File: src/rtl/bumper_pkg.sv
// Shared types and constants for the bumper maneuver controller.
// The state enum, per-state motor pin encodings and default cycle counts live here.
package bumper_pkg;

   localparam int unsigned DEF_DEBOUNCE_CYCLES = 16;
   localparam int unsigned DEF_BACK_CYCLES     = 1000;
   localparam int unsigned DEF_TURN_CYCLES     = 500;
   localparam int unsigned DEF_CNT_W           = 16;
   localparam int unsigned STATE_W             = 3;
   localparam int unsigned RETRY_W             = 2;

   typedef enum logic [STATE_W-1:0] {
      ST_IDLE   = 3'd0,
      ST_FWD    = 3'd1,
      ST_BACK   = 3'd2,
      ST_TURN_L = 3'd3,
      ST_TURN_R = 3'd4,
      ST_HALT   = 3'd5
   } state_e;

   // Enables are active-low; dir=1 means forward.
   typedef struct packed {
      logic len;
      logic ldir;
      logic ren;
      logic rdir;
   } motor_t;

   localparam motor_t MOT_STOP   = '{len: 1'b1, ldir: 1'b0, ren: 1'b1, rdir: 1'b0};
   localparam motor_t MOT_FWD    = '{len: 1'b0, ldir: 1'b1, ren: 1'b0, rdir: 1'b1};
   localparam motor_t MOT_BACK   = '{len: 1'b0, ldir: 1'b0, ren: 1'b0, rdir: 1'b0};
   localparam motor_t MOT_TURN_L = '{len: 1'b1, ldir: 1'b0, ren: 1'b0, rdir: 1'b1};
   localparam motor_t MOT_TURN_R = '{len: 1'b0, ldir: 1'b1, ren: 1'b1, rdir: 1'b0};

   function automatic motor_t motor_decode(input state_e s);
      motor_t m;
      case (s)
         ST_FWD:    m = MOT_FWD;
         ST_BACK:   m = MOT_BACK;
         ST_TURN_L: m = MOT_TURN_L;
         ST_TURN_R: m = MOT_TURN_R;
         default:   m = MOT_STOP;
      endcase
      return m;
   endfunction

endpackage

File: src/rtl/bump_debounce.sv
// Bumper input conditioning: 2-flop synchronizer then a saturating press counter.
// level_o rises after DEBOUNCE_CYCLES pressed samples and drops on the first released one.
module bump_debounce
   import bumper_pkg::*;
#(
   parameter int unsigned DEBOUNCE_CYCLES = DEF_DEBOUNCE_CYCLES,
   parameter int unsigned CNT_W           = DEF_CNT_W
) (
   input  logic clk,
   input  logic reset,
   input  logic bumper_n_i,
   output logic level_o
);

   localparam logic [CNT_W-1:0] CNT_MAX = CNT_W'(DEBOUNCE_CYCLES);

   logic [1:0]       sync_q;
   logic [CNT_W-1:0] cnt_q, cnt_d;
   logic             level_q;

   always_comb begin
      cnt_d = cnt_q;
      if (sync_q[1]) begin
         cnt_d = '0;
      end else if (cnt_q != CNT_MAX) begin
         cnt_d = cnt_q + CNT_W'(1);
      end
   end

   always_ff @(posedge clk or negedge reset) begin
      if (!reset) begin
         sync_q  <= 2'b11;
         cnt_q   <= '0;
         level_q <= 1'b0;
      end else begin
         sync_q  <= {sync_q[0], bumper_n_i};
         cnt_q   <= cnt_d;
         level_q <= (cnt_d == CNT_MAX);
      end
   end

   assign level_o = level_q;

endmodule

File: src/rtl/bump_maneuver_ctrl.sv
// Bumper robot maneuver sequencer: FWD, then BACK / pivot phases on a debounced bump.
// Define BUMPCTRL_RETRY_EN to re-back while the bumper stays pressed, halting after three retries.
module bump_maneuver_ctrl
   import bumper_pkg::*;
#(
   parameter int unsigned DEBOUNCE_CYCLES = DEF_DEBOUNCE_CYCLES,
   parameter int unsigned BACK_CYCLES     = DEF_BACK_CYCLES,
   parameter int unsigned TURN_CYCLES     = DEF_TURN_CYCLES,
   parameter int unsigned CNT_W           = DEF_CNT_W
) (
   input  logic               clk,
   input  logic               reset,
   input  logic               run,
   input  logic               l_bumper,
   input  logic               r_bumper,
   output logic               len,
   output logic               ldir,
   output logic               ren,
   output logic               rdir,
   output logic               busy,
   output logic [STATE_W-1:0] state
);

   localparam logic [CNT_W-1:0] BACK_LD  = CNT_W'(BACK_CYCLES);
   localparam logic [CNT_W-1:0] TURN_LD  = CNT_W'(TURN_CYCLES);
   localparam logic [CNT_W-1:0] TURN2_LD = CNT_W'(2 * TURN_CYCLES);
   localparam logic [CNT_W-1:0] PHASE_LAST = CNT_W'(1);

   logic l_lvl, r_lvl;
   logic l_prev_q, r_prev_q;
   logic l_rise, r_rise;

   state_e           state_q, state_d;
   logic [CNT_W-1:0] phase_q, phase_d;
   logic             turn_l_q, turn_l_d;  // pivot left (right side was hit)
   logic             dbl_q, dbl_d;        // both sides hit together: double-length pivot
   motor_t           mot;

   bump_debounce #(.DEBOUNCE_CYCLES(DEBOUNCE_CYCLES), .CNT_W(CNT_W)) u_deb_l (
      .clk        (clk),
      .reset      (reset),
      .bumper_n_i (l_bumper),
      .level_o    (l_lvl)
   );

   bump_debounce #(.DEBOUNCE_CYCLES(DEBOUNCE_CYCLES), .CNT_W(CNT_W)) u_deb_r (
      .clk        (clk),
      .reset      (reset),
      .bumper_n_i (r_bumper),
      .level_o    (r_lvl)
   );

   assign l_rise = l_lvl & ~l_prev_q;
   assign r_rise = r_lvl & ~r_prev_q;

`ifdef BUMPCTRL_RETRY_EN
   logic [RETRY_W-1:0] retry_q, retry_d;
   logic               side_pressed;

   assign side_pressed = dbl_q    ? (l_lvl | r_lvl) :
                         turn_l_q ? r_lvl : l_lvl;
`endif

   // Next-state and phase counter
   always_comb begin
      state_d  = state_q;
      phase_d  = phase_q;
      turn_l_d = turn_l_q;
      dbl_d    = dbl_q;
`ifdef BUMPCTRL_RETRY_EN
      retry_d  = retry_q;
`endif
      case (state_q)
         ST_IDLE: begin
            if (run) begin
               state_d = ST_FWD;
`ifdef BUMPCTRL_RETRY_EN
               retry_d = '0;
`endif
            end
         end
         ST_FWD: begin
            if (!run) begin
               state_d = ST_IDLE;
            end else if (l_rise || r_rise) begin
               state_d  = ST_BACK;
               phase_d  = BACK_LD;
               turn_l_d = r_rise & ~l_rise;
               dbl_d    = l_rise & r_rise;
            end
         end
         ST_BACK: begin
            if (phase_q == PHASE_LAST) begin
               state_d = turn_l_q ? ST_TURN_L : ST_TURN_R;
               phase_d = dbl_q ? TURN2_LD : TURN_LD;
            end else begin
               phase_d = phase_q - CNT_W'(1);
            end
         end
         ST_TURN_L, ST_TURN_R: begin
            if (phase_q == PHASE_LAST) begin
               phase_d = '0;
`ifdef BUMPCTRL_RETRY_EN
               if (side_pressed) begin
                  if (retry_q == RETRY_W'(2)) begin
                     state_d = ST_HALT;
                  end else begin
                     state_d = ST_BACK;
                     phase_d = BACK_LD;
                     retry_d = retry_q + RETRY_W'(1);
                  end
               end else if (run) begin
                  state_d = ST_FWD;
                  retry_d = '0;
               end else begin
                  state_d = ST_IDLE;
               end
`else
               state_d = run ? ST_FWD : ST_IDLE;
`endif
            end else begin
               phase_d = phase_q - CNT_W'(1);
            end
         end
         ST_HALT: state_d = ST_HALT;
         default: state_d = ST_IDLE;
      endcase
   end

   always_ff @(posedge clk or negedge reset) begin
      if (!reset) begin
         state_q  <= ST_IDLE;
         phase_q  <= '0;
         turn_l_q <= 1'b0;
         dbl_q    <= 1'b0;
         l_prev_q <= 1'b0;
         r_prev_q <= 1'b0;
`ifdef BUMPCTRL_RETRY_EN
         retry_q  <= '0;
`endif
      end else begin
         state_q  <= state_d;
         phase_q  <= phase_d;
         turn_l_q <= turn_l_d;
         dbl_q    <= dbl_d;
         l_prev_q <= l_lvl;
         r_prev_q <= r_lvl;
`ifdef BUMPCTRL_RETRY_EN
         retry_q  <= retry_d;
`endif
      end
   end

   // Moore outputs decoded straight from the state register
   assign mot   = motor_decode(state_q);
   assign len   = mot.len;
   assign ldir  = mot.ldir;
   assign ren   = mot.ren;
   assign rdir  = mot.rdir;
   assign busy  = (state_q == ST_BACK) || (state_q == ST_TURN_L) || (state_q == ST_TURN_R);
   assign state = state_q;

endmodule

File: config.mk
export PLATFORM = sky130hd
export DESIGN_NAME = bump_maneuver_ctrl
export DESIGN_NICKNAME = d
export VERILOG_FILES = /design/src/rtl/bumper_pkg.sv /design/src/rtl/bump_debounce.sv /design/src/rtl/bump_maneuver_ctrl.sv
export SDC_FILE = /design/constraint.sdc
export NUM_CORES = 1
export LEC_CHECK = 0
export BUFFER_PORTS_ARGS = -buffer_cell sky130_fd_sc_hd__buf_2
export CORE_ASPECT_RATIO = 0.8
export CORE_MARGIN = 5
export CORE_UTILIZATION = 55
export DETAILED_ROUTE_END_ITERATION = 16
export PLACE_DENSITY = 0.72
export SYNTH_ARGS = -nofsm -noshare
export SYNTH_HDL_FRONTEND = slang
export SYNTH_SLANG_ARGS = --single-unit
File: constraint.sdc
create_clock -name clk -period 3 [get_ports clk]
set_clock_uncertainty 0.05 [all_clocks]
set_input_delay 0.3 -clock clk [delete_from_list [all_inputs] [get_ports clk]]
set_output_delay 0.3 -clock clk [all_outputs]
set_load 0.03 [all_outputs]
==> flow_summary.toml, run 1 <==
[status]
status = "finished clean"

[setup_path]
crit_path_max_incr_delay_ps = 510
critPathKind = "flop to flop"
crit_arrival_ps = 2710
cp_common_cell = "nor4_1"
start_kind = "flop"
path_cells = "nor4_1, nand3_1, nor4_4, mux2i_1, or4b_1, nor4_1"
path_delay_family = "simple AND/OR/NAND/NOR gates"
cp-end-kind = "flop"
timing.critical_path.buf_inv = 0
crit_fanout = 5
crit_required_ps = 3190
slowest_stage = "or4b_1"

[clock_network]
insertion_delay_ps = 340
clock-root-buffer = "clkbuf_8"
cts_max_level = 3
cts_num_sinks = 61
cts_buffers = 9
cts_tree = "yes"
cts_setup_buffers = 0
path_clk_slew_ps = 70
clk_path_buf_depth = 2

[drt]
via_per_inst = 5.754
post_drt_wl_per_cell_um = 13.91
finalWirelength_um = 6885
firstDrtPassIters = 4
drtIter0Drc = 190
vias = 2848
drc = 0
ant_nets = 0

[sta]
worst_pin_slew_ps = 666.7
period_share = 0.8417
slew_headroom = 0.5555
setup_viol = 0
fmax_mhz = 396.0
hold_violations = 0
setup_slack_ps = 474.9
fin_crit_ps = 2525
slew_violations = 0
final.setup.tns_ps = 0
rsz0062_at_grt = "no"

[layout]
regArea_um2 = 1531
area_growth_pct = 9.881
final_cell_mix = "nor2_1 (59), dfrtp_1 (57), nand2_1 (31)"
fill_cells = 528
utilization = 0.6348
nets = 420
final_common_cell = "nor2_1"
drive_gt1_frac = 0.1063
n_antenna_cell = 0
multi_input_comb_area_um2 = 1833

[run]
maxCapViolCount = 0

[global_routing]
grtUsageTotal = 0.1868
grt_overflow = 0
grt_first_pass_wirelength_um = 12080
grt_antenna_before_repair = 0
grt_pass1_vias = 2610
grt_max_degree = 31

[placed_design]
place_ws_ps = 521.0
dp_hpwl_um = 4779
io_buffer_count = 12
gp_congestion = 0.8582

[yosys]
synth.area.top_cells = "dfrtp_1 (41%), nor2_1 (6.4%), xnor2_1 (5.0%)"
synth_top_area_frac = 0.4111
postSynth.asyncResetShare = 1.000
ys_seq_elements = 61
ys_types = 49
synth_edf_count = 0
syn_nets = 404
ys_seq_area_frac = 0.4414
yosys_warnings = 0
yosys.area.top_type = "dfrtp_1"
netlist_instances = 393
syn_area_per_cell_um2 = 8.828
syn_area_um2 = 3470
synthFlopType = "dfrtp_1"

[floorplan]
start_util = 0.5777
core_um2 = 6006
ioPinCount = 13
die_x_um = 98.80
row_count = 25
die_h_um = 81.04
dieArea_um2 = 8007

[pwr]
p_leak_nw = 1.580
powerDensity_nw_per_um2 = 407.9
peakVddDrop_uv = 285.2
total_power_mw = 1.555

[hold_path]
hold_class = "flop to flop"
-- cell type report --
type	count	share of cell area
inverter	13	0.01280
tap	81	0.02658
timing repair buffer	20	0.03348
multi-input combinational	304	0.4808
clock buffer	12	0.03807
clock inverter	4	0.006564
sequential	61	0.4017
-- flip-flops by register name, indices dropped and copies added (netlist names) --
register         flops
state                3
u_deb_r.cnt_q       16
u_deb_l.sync_q       2
dbl_q                1
u_deb_r.sync_q       2
turn_l_q             1
r_prev_q             1
phase_q             16
l_prev_q             1
u_deb_l.level_o      1
u_deb_r.level_o      1
u_deb_l.cnt_q       16
-- per-stage QoR --
stage	hold WS, ps	instance area [um^2]	cells
floorplan	-45.59	3470	393
global placement	295.9	3612	476
detailed placement	297.5	3612	476
CTS	299.6	3812	495
global route	306.2	3812	495
finish	298.0	3812	495
-- timing repair --
action,4_1_cts,5_1_grt
hold endpoints to repair,30,0
gates resized for setup,0,0
endpoints found under the setup margin,0,0
hold buffers,3,0
-- cell families (layout without fill, tap and decap cells) --
kind of cell / count (synthesis) / after routing / synth area share
adder cells (fa/ha/maj): 6 / 6 / 0.02164
flip-flops: 61 / 61 / 0.4414
buffers and inverters: 28 / 49 / 0.03029
multiplexers: 7 / 7 / 0.02056
AND/OR/NAND/NOR: 189 / 189 / 0.2824
AO/OA/AOI/OAI: 68 / 68 / 0.1179
XOR/XNOR: 34 / 34 / 0.08583
-- layer usage --
metal / share of wire / GRT usage / wire (um)
met1: 0.50 / 0.2592 / 3467
met2: 0.44 / 0.2875 / 3051
met3: 0.044 / 0.04549 / 304
met5: 0 / 0 / 0
met4: 0.0089 / 0.06412 / 61
-- final timing paths --
kind	start	end	slack, ps	cells past startpoint
min reg2reg	u_deb_l.sync_q[0]	u_deb_l.sync_q[1]	300	0
max in group asynchronous	reset	u_deb_r.sync_q[0]	1610	3
min in group asynchronous	reset	state[0]	470	2
min	u_deb_l.sync_q[0]	u_deb_l.sync_q[1]	300	0
max	u_deb_l.cnt_q[12]	u_deb_l.level_o	470	6
max reg2reg	u_deb_l.cnt_q[12]	u_deb_l.level_o	470	6
-- Yosys cell counts, drive strengths merged (3+ instances only) --
cell type	count
and4	4
and2	3
o41ai	3
clkbuf	14
a311oi	3
nor2	59
dfrtp	57
or2	3
a21oi	23
nand2b	4
a211o	4
inv	13
ha	6
nand4	9
xor2	14
and3	7
nand2	31
nor2b	10
mux2i	6
o21ai	23
nor4	10
xnor2	20
nor3b	4
nor3	14
or3	4
nand3	18
dfstp	4
-- report_power, final --
group / switching [mW] / internal, mW
combinational: 0.0416 / 0.0258
sequential: 0.0182 / 0.834
clock: 0.316 / 0.320
total: 0.376 / 1.18
Note: power is estimated with default switching activity, not from simulation.
==> run 2: changes to the inputs <==
Settings changed: ABC_AREA set to 1, PLACE_DENSITY 0.72 to 0.75.
Clock period 3 ns to 2.15 ns, I/O delays scaled along.
==> run 2 against run 1 <==
  * Core utilization is essentially flat
  * Routed wire length grew 7.9%
  * Sequential power grew 38%
  * Final cell count grew 24%
  * Synthesized area grew 5.0%
  * Die area grew 4.4%
  * Synthesized cell count grew 27%
  * Register-to-register slack lost 120 ps
  * Worst setup slack lost 260 ps
  * Critical path type is now flop to output port
  * Final area grew 6.8%
  * Clock power grew 79%
==> flow_summary.toml, run 2 <==
[layout]
drive_gt1_frac = 0.1229
fin_area_um2 = 4070
area_growth_pct = 11.75
finalNonFillerCells = 613
n_antenna_cell = 0
top_regs = "phase_q (16), u_deb_l.cnt_q (16), u_deb_r.cnt_q (16)"
final_common_cell = "nand2_1"
final_cell_mix = "nand2_1 (106), inv_1 (90), nor2_1 (72)"
nets = 535
utilization = 0.6351

[yosys]
netlist_instances = 499
yosys_warnings = 0
ys_seq_area_frac = 0.4205
synth.area.top_cells = "dfrtp_1 (39%), nand2_1 (11%), inv_1 (9.3%)"
synth_top_area_frac = 0.3916
ys_seq_elements = 61
yosys.area.top_type = "dfrtp_1"
syn_area_um2 = 3642
synth_edf_count = 0
synthFlopType = "dfrtp_1"
syn_nets = 510
synth_commonest_cells = "nand2_1 (106), inv_1 (90), nor2_1 (72), dfrtp_1 (57), nand3_1 (53)"
syn_area_per_cell_um2 = 7.299
ys_types = 37
postSynth.asyncResetShare = 1.000
synth_most_common_cell = "nand2_1"

[clock_network]
ctsHoldBuffers = 3
clock-root-buffer = "clkbuf_8"
clk_path_buf_depth = 2
cts_setup_buffers = 0
cts_max_level = 3
cts_buffers = 9
insertion_delay_ps = 340
path_clk_slew_ps = 60
ctsResizeCount = 0
cts_tree = "yes"
cts_num_sinks = 61

[pwr]
seqPwrFrac = 0.489
switching_power_mw = 0.5299
p_sw_frac = 0.2203
total_power_mw = 2.406
peakVddDrop_uv = 475.9
p_leak_nw = 2.139
intPower_mw = 1.876
combPwrFrac = 0.039
clkPwrFrac = 0.472
powerDensity_nw_per_um2 = 591.0

[setup_path]
crit_required_ps = 1880
critPathKind = "flop to output port"
crit_arrival_ps = 1670
start_kind = "flop"
cp-end-kind = "output port"
crit_fanout = 7

[floorplan]
ioPinCount = 13
die_h_um = 82.79
dieArea_um2 = 8360
die_x_um = 101.0
core_um2 = 6409
row_count = 26
start_util = 0.5683

[placed_design]
gp_congestion = 0.8769
placed_cells = 594
dpl_cell_area_um2 = 3816
place_ws_ps = 354.4
io_buffer_count = 12
dp_hpwl_um = 5619

[sta]
setup_viol = 0
fin_crit_ps = 1938
rsz0062_at_grt = "no"
hold_violations = 0
worst_pin_slew_ps = 527.1
slew_violations = 0
fmax_mhz = 516.1
final.setup.tns_ps = 0
period_share = 0.9012
slew_headroom = 0.6482
holdWs_ps = 298.2
setup_slack_ps = 212.5

[global_routing]
grt_antenna_before_repair = 0
grt_pass1_vias = 2887
grtUsageTotal = 0.1943
grt_first_pass_wirelength_um = 12880
grt_overflow = 0
grt_max_degree = 42

[drt]
via_per_inst = 5.155
drtIter0Drc = 231
post_drt_wl_per_cell_um = 12.12
drc = 0
firstDrtPassIters = 5
finalWirelength_um = 7429
ant_nets = 0
vias = 3160

[run]
maxCapViolCount = 0

[hold_path]
hold_class = "primary input to flop"

[status]
status = "finished clean"
[run 2: path summary, 6_finish.rpt]
kind	from	endpoint	slack, ps	cells after the start
min	run	turn_l_q	300	5
min in group asynchronous	reset	phase_q[4]	330	2
min reg2reg	u_deb_r.sync_q[0]	u_deb_r.sync_q[1]	310	0
max reg2reg	state[0]	phase_q[10]	350	6
max in group asynchronous	reset	u_deb_r.sync_q[1]	1060	3
max	state[0]	len	210	7
[run 2: cell type report]
class | instances | area (um^2)
Clock buffer | 10 | 137.6
Clock inverter | 6 | 86.33
Fill cell | 557 | 2338
Inverter | 94 | 352.8
Multi-Input combinational cell | 341 | 1739
Sequential cell | 61 | 1531
Tap cell | 84 | 105.1
Timing Repair Buffer | 17 | 117.6
[run 2: power groups by stage]
stage,clock network [mW],registers (mW),logic (mW)
3_5_place_dp,0,1.20,0.0908
2_1_floorplan,0,1.19,0.0488
3_3_place_gp,0,1.20,0.0877
6_report,1.14,1.18,0.0929
5_1_grt,1.22,1.18,0.109
4_1_cts,1.16,1.18,0.0956
[run 2: cell families (layout without fill, tap and decap cells)]
logic type,count (synthesis),count (layout),synth area share
buffers and inverters,97,127,0.1020
xor gates and xnor gates,9,9,0.02164
and+or+nand+nor,276,276,0.3559
adders and majority gates,6,6,0.02061
DFF,61,61,0.4205
AOI/OAI and AO/OA,50,50,0.07936
[run 2: critical path, stage by stage, from the launching register on]
cell,delay (ps)
dfrtp_1,530
nor2_1,110
nand2_2,100
nand2_4,80
nor2_8,130
inv_2,70
o21ai_1,110
buf_2,200
[run 2: metal layers]
layer,global-route usage,vias to the layer above,routed length [um]
met3,0.05180,10,414
met2,0.2996,69,3251
li1,-,1623,-
met5,0,-,0
met1,0.2703,1458,3668
met4,0.05710,0,95
